### config.mk
export PLATFORM = sky130hd
export DESIGN_NAME = mem_arbiter
export DESIGN_NICKNAME = d
export VERILOG_FILES = /design/src/rtl/mem_arbiter.sv
export SDC_FILE = /design/constraint.sdc
export NUM_CORES = 1
export LEC_CHECK = 0
export CAP_MARGIN = 20
export CORE_MARGIN = 2
export CORE_UTILIZATION = 42
export DETAILED_ROUTE_END_ITERATION = 8
export PLACE_DENSITY_LB_ADDON = 0.2
export SLEW_MARGIN = 20
export SYNTH_ARGS = -nofsm -noshare
export SYNTH_HDL_FRONTEND = slang
export SYNTH_SLANG_ARGS = --single-unit
### constraint.sdc
create_clock -name i_CLK -period 2.3 [get_ports i_CLK]
set_input_delay 0.575 -clock i_CLK [delete_from_list [all_inputs] [get_ports i_CLK]]
set_output_delay 0.575 -clock i_CLK [all_outputs]
set_load 0.02 [all_outputs]
### src/rtl/mem_arbiter.sv
// Two-master, one-slave memory bus arbiter.
// The instruction-fetch port is read-only. The data port is a sized
// load/store port. One transaction is granted at a time, with round-robin
// tie-breaking. Bus attributes are registered on grant and are held for
// the whole transaction. A saturating per-transaction counter ends a hung
// access with an error response.
module mem_arbiter #(
    parameter int unsigned TIMEOUT = 32'd255
) (
    input  logic        i_CLK,
    input  logic        i_RSTn,
    input  logic        i_I_REQ,
    input  logic [31:0] i_I_ADDR,
    output logic [31:0] o_I_RDATA,
    output logic        o_I_ACK,
    output logic        o_I_ERR,
    input  logic        i_D_REQ,
    input  logic        i_D_WE,
    input  logic [1:0]  i_D_HB,
    input  logic [31:0] i_D_ADDR,
    input  logic [31:0] i_D_WDATA,
    output logic [31:0] o_D_RDATA,
    output logic        o_D_ACK,
    output logic        o_D_ERR,
    output logic        o_BUS_REQ,
    output logic        o_BUS_WE,
    output logic [1:0]  o_BUS_HB,
    output logic [31:0] o_BUS_ADDR,
    output logic [31:0] o_BUS_WDATA,
    input  logic [31:0] i_BUS_RDATA,
    input  logic        i_BUS_ACK
);

    // A zero TIMEOUT disables termination.
    // In that case the counter keeps a 1-bit width so that it stays legal.
    localparam int unsigned CW = (TIMEOUT > 32'd0) ? $clog2(TIMEOUT + 32'd1) : 32'd1;
    localparam logic [CW-1:0] CNT_MAX = {CW{1'b1}};
    localparam logic [CW-1:0] CNT_TO  = CW'(TIMEOUT);

    typedef enum logic [1:0] {
        ST_IDLE   = 2'd0,
        ST_BUSY_I = 2'd1,
        ST_BUSY_D = 2'd2
    } state_t;

    state_t        state_r,     state_nxt_s;
    logic          last_d_r,    last_d_nxt_s;    // 1: last tie went to the data port
    logic [CW-1:0] cnt_r,       cnt_nxt_s;
    logic          ins_ack_r,   ins_ack_nxt_s;
    logic          ins_err_r,   ins_err_nxt_s;
    logic [31:0]   ins_rdata_r, ins_rdata_nxt_s;
    logic          dat_ack_r,   dat_ack_nxt_s;
    logic          dat_err_r,   dat_err_nxt_s;
    logic [31:0]   dat_rdata_r, dat_rdata_nxt_s;
    logic          bus_req_r,   bus_req_nxt_s;
    logic          bus_we_r,    bus_we_nxt_s;
    logic [1:0]    bus_hb_r,    bus_hb_nxt_s;
    logic [31:0]   bus_addr_r,  bus_addr_nxt_s;
    logic [31:0]   bus_wdata_r, bus_wdata_nxt_s;

    logic elig_i_s, elig_d_s, grant_i_s, grant_d_s, timeout_hit_s;

    // Saturating increment, so the counter never wraps back to zero.
    function automatic logic [CW-1:0] sat_inc(input logic [CW-1:0] v);
        logic [CW-1:0] r;
        if (v == CNT_MAX) begin
            r = v;
        end else begin
            r = v + CW'(1'b1);
        end
        return r;
    endfunction

    // The counter holds the number of BUSY cycles already spent without an ack.
    // Termination fires in the BUSY cycle where that count equals TIMEOUT.
    // An ack arriving in that same cycle still wins.
    assign timeout_hit_s = (TIMEOUT != 32'd0) && (cnt_r == CNT_TO);

    // Eligibility masks a port whose ack is being presented this cycle.
    // On a tie the grant goes to the port opposite the last tie winner.
    always_comb begin
        elig_i_s  = i_I_REQ & ~ins_ack_r;
        elig_d_s  = i_D_REQ & ~dat_ack_r;
        grant_i_s = 1'b0;
        grant_d_s = 1'b0;
        if (state_r == ST_IDLE) begin
            if (elig_i_s && elig_d_s) begin
                grant_i_s = last_d_r;
                grant_d_s = ~last_d_r;
            end else begin
                grant_i_s = elig_i_s;
                grant_d_s = elig_d_s;
            end
        end else begin
            grant_i_s = 1'b0;
            grant_d_s = 1'b0;
        end
    end

    // Next-state logic: grant, completion, timeout, and all registered outputs.
    always_comb begin
        state_nxt_s     = state_r;
        last_d_nxt_s    = last_d_r;
        cnt_nxt_s       = cnt_r;
        ins_ack_nxt_s   = 1'b0;
        ins_err_nxt_s   = 1'b0;
        ins_rdata_nxt_s = ins_rdata_r;
        dat_ack_nxt_s   = 1'b0;
        dat_err_nxt_s   = 1'b0;
        dat_rdata_nxt_s = dat_rdata_r;
        bus_req_nxt_s   = bus_req_r;
        bus_we_nxt_s    = bus_we_r;
        bus_hb_nxt_s    = bus_hb_r;
        bus_addr_nxt_s  = bus_addr_r;
        bus_wdata_nxt_s = bus_wdata_r;
        case (state_r)
            ST_IDLE: begin
                if (elig_i_s && elig_d_s) begin
                    last_d_nxt_s = grant_d_s;
                end else begin
                    last_d_nxt_s = last_d_r;
                end
                if (grant_i_s) begin
                    state_nxt_s     = ST_BUSY_I;
                    cnt_nxt_s       = {CW{1'b0}};
                    bus_req_nxt_s   = 1'b1;
                    bus_we_nxt_s    = 1'b0;
                    bus_hb_nxt_s    = 2'b10;
                    bus_addr_nxt_s  = i_I_ADDR;
                    bus_wdata_nxt_s = 32'h0000_0000;
                end else if (grant_d_s) begin
                    state_nxt_s     = ST_BUSY_D;
                    cnt_nxt_s       = {CW{1'b0}};
                    bus_req_nxt_s   = 1'b1;
                    bus_we_nxt_s    = i_D_WE;
                    bus_hb_nxt_s    = i_D_HB;
                    bus_addr_nxt_s  = i_D_ADDR;
                    bus_wdata_nxt_s = i_D_WDATA;
                end else begin
                    state_nxt_s = ST_IDLE;
                end
            end
            ST_BUSY_I: begin
                if (i_BUS_ACK) begin
                    state_nxt_s     = ST_IDLE;
                    bus_req_nxt_s   = 1'b0;
                    ins_ack_nxt_s   = 1'b1;
                    ins_rdata_nxt_s = i_BUS_RDATA;
                end else if (timeout_hit_s) begin
                    state_nxt_s     = ST_IDLE;
                    bus_req_nxt_s   = 1'b0;
                    ins_ack_nxt_s   = 1'b1;
                    ins_err_nxt_s   = 1'b1;
                    ins_rdata_nxt_s = 32'h0000_0000;
                end else begin
                    cnt_nxt_s = sat_inc(cnt_r);
                end
            end
            ST_BUSY_D: begin
                if (i_BUS_ACK) begin
                    state_nxt_s     = ST_IDLE;
                    bus_req_nxt_s   = 1'b0;
                    dat_ack_nxt_s   = 1'b1;
                    dat_rdata_nxt_s = bus_we_r ? 32'h0000_0000 : i_BUS_RDATA;
                end else if (timeout_hit_s) begin
                    state_nxt_s     = ST_IDLE;
                    bus_req_nxt_s   = 1'b0;
                    dat_ack_nxt_s   = 1'b1;
                    dat_err_nxt_s   = 1'b1;
                    dat_rdata_nxt_s = 32'h0000_0000;
                end else begin
                    cnt_nxt_s = sat_inc(cnt_r);
                end
            end
            default: begin
                state_nxt_s   = ST_IDLE;
                bus_req_nxt_s = 1'b0;
            end
        endcase
    end

    // State and output registers.
    // An asynchronous reset abandons any transaction in flight.
    always_ff @(posedge i_CLK or negedge i_RSTn) begin
        if (!i_RSTn) begin
            state_r     <= ST_IDLE;
            last_d_r    <= 1'b0;
            cnt_r       <= {CW{1'b0}};
            ins_ack_r   <= 1'b0;
            ins_err_r   <= 1'b0;
            ins_rdata_r <= 32'h0000_0000;
            dat_ack_r   <= 1'b0;
            dat_err_r   <= 1'b0;
            dat_rdata_r <= 32'h0000_0000;
            bus_req_r   <= 1'b0;
            bus_we_r    <= 1'b0;
            bus_hb_r    <= 2'b00;
            bus_addr_r  <= 32'h0000_0000;
            bus_wdata_r <= 32'h0000_0000;
        end else begin
            state_r     <= state_nxt_s;
            last_d_r    <= last_d_nxt_s;
            cnt_r       <= cnt_nxt_s;
            ins_ack_r   <= ins_ack_nxt_s;
            ins_err_r   <= ins_err_nxt_s;
            ins_rdata_r <= ins_rdata_nxt_s;
            dat_ack_r   <= dat_ack_nxt_s;
            dat_err_r   <= dat_err_nxt_s;
            dat_rdata_r <= dat_rdata_nxt_s;
            bus_req_r   <= bus_req_nxt_s;
            bus_we_r    <= bus_we_nxt_s;
            bus_hb_r    <= bus_hb_nxt_s;
            bus_addr_r  <= bus_addr_nxt_s;
            bus_wdata_r <= bus_wdata_nxt_s;
        end
    end

    assign o_I_ACK     = ins_ack_r;
    assign o_I_ERR     = ins_err_r;
    assign o_I_RDATA   = ins_rdata_r;
    assign o_D_ACK     = dat_ack_r;
    assign o_D_ERR     = dat_err_r;
    assign o_D_RDATA   = dat_rdata_r;
    assign o_BUS_REQ   = bus_req_r;
    assign o_BUS_WE    = bus_we_r;
    assign o_BUS_HB    = bus_hb_r;
    assign o_BUS_ADDR  = bus_addr_r;
    assign o_BUS_WDATA = bus_wdata_r;

endmodule
==> impl_metrics.yaml, run 1 <==
outcome:
  status: "complete, no violations"
worst_setup_path:
  worstPathRequired_ns: 1.73
  arrival_ns: 1.49
  cpPeakStageDelay_ns: 0.66
  path_class: "reg2out"
  cp_num_buf_inv: 1
  startpoint_type: "flop"
  cp_top_family: "buffers and inverters"
  end_kind: "output port"
  cp_max_fo: 3
  rrSetupSlack_ns: 0.29
  worstPathCellList: "clkdlybuf4s50_1"
  cpMaxStageDelayCell: "clkdlybuf4s50_1"
placed_design:
  place_ws_ns: -0.1621
  placed_area_mm2: 0.008957
  gp_congestion: 0.8298
  numPortBuffers: 271
  place_hpwl_um: 12280
timing:
  period_share_pct: 89.86
  grt_setup_unrepaired: "false"
  setup_viol: 0
  hold_ws_ns: 0.4867
  worstMarginPinSlew_ns: 0.7858
  slew_violations: 0
  fin_skew_ns: 0.009135
  min_period_ns: 2.067
  slew_headroom_pct: 47.49
  fmax_mhz: 483.9
  fin_ws_ns: 0.2332
  setup_tns_ns: 0
  hold_viol: 0
power:
  power_per_cell_area_mw_per_mm2: 1479
  leakagePower_nw: 4.055
  irDropWorstVdd_mv: 0.7593
logic_synthesis:
  synthSimpleGateAreaFrac_pct: 6.028
  synthCells: 461
  syn_area_mm2: 0.006061
  async_flop_share_pct: 100.0
  synth_top_family_by_area: "compound AO/OA/AOI/OAI gates"
  yosysSeqAreaShare_pct: 60.69
  muxShareOfSynthArea_pct: 5.656
  synthFlopType: "dfrtp_1"
  yosys_warnings: 0
  synth_xor_area_share_pct: 0.1445
  synth_nets: 601
  synth_edf_count: 0
  ys_ff_latch: 147
  synth.distinct_cells: 46
  synth-compound-area-share_pct: 22.44
  synthAdderAreaFrac_pct: 0.8258
  postSynthAreaPerCell_um2: 13.15
cts:
  cts_resized: 0
  cts_made_buffers: 17
  root_buffer: "clkbuf_16"
  post-cts-setup-buffer-count: 0
  cts_tree: "built"
  clock-sinks: 147
  ctsLongestPathBuffers: 2
  cts_hold_buffers: 1
  cts_htree_levels: 4
  clock_latency_ns: 0.41
  path_clk_slew_ns: 0.06
floorplan:
  die-area_mm2: 0.01541
  row_count: 43
  die_h_um: 124.1
  coreArea_mm2: 0.01399
  ios: 272
  start_util_pct: 43.33
  chipWidth_um: 124.1
global_route:
  grt_overflow: 0
  grt_pass1_wl_um: 26050
  grt_max_degree: 78
  antenna_found_initial: 0
  first_global_vias: 5193
  track_usage_pct: 22.35
route:
  detail-route-antenna-nets: 0
  viasPerCell: 5.507
  vias: 5066
  drc: 0
  wl_per_cell_um: 18.67
  wl_um: 17180
  first_pass_iters: 5
  detail_route.iter0.violations: 308
final_layout:
  area_growth_pct: 57.62
  fillers: 1031
  design_area_mm2: 0.009553
  utilization_pct: 68.29
  insertedDiodeCount: 0
  layout.nets: 868
  drive_above_1_share_pct: 9.054
run:
  cap_violations: 0
hold_path:
  hp-class: "reg2reg"
==> cell families after synthesis <==
group,after synthesis
xor gates and xnor gates,1
buffers and inverters,47
DFF,147
adders and majority gates,4
AOI/OAI and AO/OA,158
muxes,34
and+or+nand+nor,70
==> cells in the final DEF, fill, tap and decap left out, types with 3 or more instances in the layout <==
master,instances
a32o_1,64
nor2b_1,3
a21oi_1,3
ha_1,4
o21ai_1,29
buf_12,4
a211o_1,3
nand3_1,4
clkinvlp_4,3
clkinv_4,3
nand2_1,38
nor2_1,4
clkinv_2,3
o21ai_0,9
clkbuf_16,17
mux2i_1,32
inv_1,4
a22o_1,35
dfrtp_1,147
clkdlybuf4s50_1,269
buf_4,14
==> power by group <==
part / internal, W / switching [W] / leakage (nW) / total (W)
registers: 0.00376 / 0.000693 / 1.86 / 0.00446
logic: 0.00337 / 0.00359 / 1.92 / 0.00696
clock network: 0.00165 / 0.00106 / 0.281 / 0.00271
total: 0.00879 / 0.00535 / 4.05 / 0.0141
==> flip-flops by register name (all words and copies together), names as in the netlist <==
register / cells
o_I_RDATA: 32
state_r: 2
last_d_r: 1
o_I_ERR: 1
o_D_ERR: 1
o_BUS_HB: 2
o_D_RDATA: 32
cnt_r: 8
o_BUS_REQ: 1
o_I_ACK: 1
o_BUS_WE: 1
o_D_ACK: 1
o_BUS_WDATA: 32
o_BUS_ADDR: 32
==> final timing paths <==
kind / start / endpoint / cells after the start
max: o_BUS_WE$_DFFE_PN0P_ / o_BUS_WE / 1
min: o_BUS_ADDR[3]$_DFFE_PN0P_ / o_BUS_ADDR[3]$_DFFE_PN0P_ / 2
max reg2reg: state_r[1]$_DFFE_PN0P_ / cnt_r[5]$_DFFE_PN0P_ / 6
min reg2reg: o_BUS_ADDR[3]$_DFFE_PN0P_ / o_BUS_ADDR[3]$_DFFE_PN0P_ / 2
max in group asynchronous: i_RSTn / o_BUS_ADDR[10]$_DFFE_PN0P_ / 3
min in group asynchronous: i_RSTn / o_I_RDATA[3]$_DFFE_PN0P_ / 2
==> metal layers <==
| metal | vias up | share of wire (%) | global-route usage (%) |
|---|---|---|---|
| met4 | 0 | 2.2 | 8.919 |
| li1 | 2301 | - | - |
| met5 | - | 0 | 0 |
| met2 | 227 | 49 | 37.16 |
| met1 | 2512 | 39 | 26.12 |
| met3 | 26 | 9.8 | 8.471 |
==> through the flow <==
step | instances | power, W
5_1_grt | 920 | 0.01495
2_1_floorplan | 461 | 0.008138
4_1_cts | 920 | 0.01427
3_3_place_gp | 888 | 0.01131
3_5_place_dp | 888 | 0.01151
6_report | 920 | 0.01413
==> Yosys cell counts (3+ instances only) <==
cell	count	share of area, %
nor2_1	4	0.25
mux2i_1	32	5.3
dfrtp_1	147	61
o21ai_1	30	2.5
buf_4	3	0.37
a21oi_1	3	0.25
buf_6	8	1.5
ha_1	4	0.83
inv_1	4	0.25
nor2b_1	4	0.41
clkbuf_1	23	1.4
nand3_1	4	0.33
buf_2	6	0.50
nand2_1	38	2.4
o21ai_0	9	0.74
a32o_1	64	11
a22o_1	35	5.1
a211o_1	3	0.43
==> layout make-up <==
| cell class | instances | area, um^2 | area share [%] |
|---|---|---|---|
| clock buffer | 19 | 452.9 | 4.741 |
| clock inverter | 12 | 132.6 | 1.388 |
| inverter | 5 | 18.77 | 0.1965 |
| multi-input combinational | 267 | 2141 | 22.41 |
| sequential | 147 | 3679 | 38.51 |
| tap | 180 | 225.2 | 2.358 |
| timing repair buffer | 290 | 2904 | 30.40 |
==> worst min-delay path, cell delays in order (launching register included) <==
cell and delay (ns):
dfrtp_1 0.34, nand2_1 0.05, o21ai_1 0.06
Note: power is estimated with default switching activity, not from simulation.
==> run 2, diff against run 1 <==
- CORE_UTILIZATION: 42 -> 36
==> run 2 against run 1 <==
Register-to-register slack got worse by 0.10 ns. Clock power about the same. Global-route usage decreased by 2.0 points. Highest routed layer unchanged. Critical path type is now reg2reg. Cell area increased by 0.22%. First-iteration DRC count decreased by 38%.
==> impl_metrics.yaml, run 2 (synthesis gave the netlist of run 1 again) <==
placed_design:
  place_ws_ns: 0.05665
  numPortBuffers: 271
  place_hpwl_um: 12720
  gp_congestion: 0.7895
  dp.cells: 926
power:
  p_switching_w: 0.005320
  p_sw_share_pct: 37.77
  p_int_w: 0.008767
  power_per_cell_area_mw_per_mm2: 1471
  power_frac_comb_pct: 49.4
  seqPwrFrac_pct: 31.5
  p_clk_share_pct: 19.1
  leakagePower_nw: 4.023
  irDropWorstVdd_mv: 0.7177
timing:
  setup_tns_ns: 0
  min_period_ns: 2.111
  worstMarginPinSlew_ns: 0.6624
  fmax_mhz: 473.8
  slew_headroom_pct: 55.84
  fin_skew_ns: 0.006022
  period_share_pct: 91.77
  setup_viol: 0
  hold_ws_ns: 0.1004
  fin_ws_ns: 0.1893
  slew_violations: 0
  hold_viol: 0
  grt_setup_unrepaired: "false"
route:
  vias: 4951
  detail_route.iter0.violations: 190
  viasPerCell: 5.168
  drc: 0
  first_pass_iters: 4
  wl_um: 17650
  wl_per_cell_um: 18.42
  detail-route-antenna-nets: 0
global_route:
  antenna_found_initial: 0
  grt_pass1_wl_um: 28300
  grt_max_degree: 73
  grt_overflow: 0
  track_usage_pct: 20.37
  first_global_vias: 5189
final_layout:
  layout.nets: 865
  insertedDiodeCount: 0
  area_growth_pct: 57.97
  utilization_pct: 57.94
  drive_above_1_share_pct: 8.808
  final_cell_mix: "269 x clkdlybuf4s50_1, 147 x dfrtp_1, 64 x a32o_1"
  final_cells: 958
  final_common_cell: "clkdlybuf4s50_1"
worst_setup_path:
  worstPathRequired_ns: 2.61
  r2r_cells: 6
  cp_max_fo: 13
  arrival_ns: 2.42
  path_class: "reg2reg"
  end_kind: "flop"
  startpoint_type: "flop"
floorplan:
  coreArea_mm2: 0.01652
  chipWidth_um: 133.8
  ios: 272
  die-area_mm2: 0.01789
  start_util_pct: 36.68
  die_h_um: 133.8
  row_count: 47
run:
  cap_violations: 0
hold_path:
  hp-class: "in2async"
cts:
  root_buffer: "clkbuf_16"
  cts_hold_buffers: 0
  clock_latency_ns: 0.42
  clock-sinks: 147
  post-cts-setup-buffer-count: 0
  cts_htree_levels: 4
  path_clk_slew_ns: 0.06
  cts_made_buffers: 17
  cts_tree: "built"
  ctsLongestPathBuffers: 2
outcome:
  status: "complete, no violations"
## run 2: worst paths after layout
check / from / endpoint / slack, ns
setup / recovery: state_r[1]$_DFFE_PN0P_ / cnt_r[5]$_DFFE_PN0P_ / 0.19
hold / removal: i_RSTn / o_D_RDATA[24]$_DFFE_PN0P_ / 0.10
setup reg to reg: state_r[1]$_DFFE_PN0P_ / cnt_r[5]$_DFFE_PN0P_ / 0.19
hold reg to reg: o_BUS_ADDR[27]$_DFFE_PN0P_ / o_BUS_ADDR[27]$_DFFE_PN0P_ / 0.48
max in group asynchronous: i_RSTn / o_D_RDATA[12]$_DFFE_PN0P_ / 1.51
min in group i_CLK: o_BUS_ADDR[27]$_DFFE_PN0P_ / o_BUS_ADDR[27]$_DFFE_PN0P_ / 0.48
## run 2: through the flow
stage / total power [W] / cell area, um^2
6_report: 0.01409 / 9574
3_5_place_dp: 0.01150 / 8992
2_1_floorplan: 0.008138 / 6061
3_3_place_gp: 0.01134 / 8992
5_1_grt: 0.01491 / 9574
4_1_cts: 0.01426 / 9572
## run 2: what timing repair did
| action | CTS | global route |
|---|---|---|
| gates resized for setup | 0 | 1 |
| setup endpoints to repair | 0 | 1 |
| hold endpoints to repair | 0 | 0 |
## run 2: power groups by stage
stage | Clock, W | Sequential [W] | Combinational [W]
global route | 0.00288 | 0.00460 | 0.00743
global placement | 0 | 0.00443 | 0.00691
finish | 0.00269 | 0.00444 | 0.00696
detailed placement | 0 | 0.00445 | 0.00705
CTS | 0.00277 | 0.00445 | 0.00704
floorplan | 0 | 0.00576 | 0.00238
## run 2: worst max-delay path, stage by stage (launching register included)
cell and delay (ns):
dfrtp_1 0.37, inv_1 0.07, ha_2 0.47, nand4_4 0.21
a2111oi_4 0.37, mux2_1 0.35, a22o_1 0.17
## run 2: area by class of cell
class,instances,area (um^2)
clock buffers,20,446.7
clock inverters,12,132.6
fillers,1332,6950
inverters,5,18.77
multi-input cells,267,2143
flip-flops and latches,147,3679
well taps,220,275.3
repair buffers,287,2879
## run 2: metal layers
metal | GRT usage (%) | vias to the layer above | share of wire (%)
li1 | - | 2294 | -
met1 | 25.08 | 2456 | 40
met2 | 34.02 | 162 | 52
met3 | 4.718 | 39 | 4.9
met4 | 9.456 | 0 | 3.4
met5 | 0 | - | 0
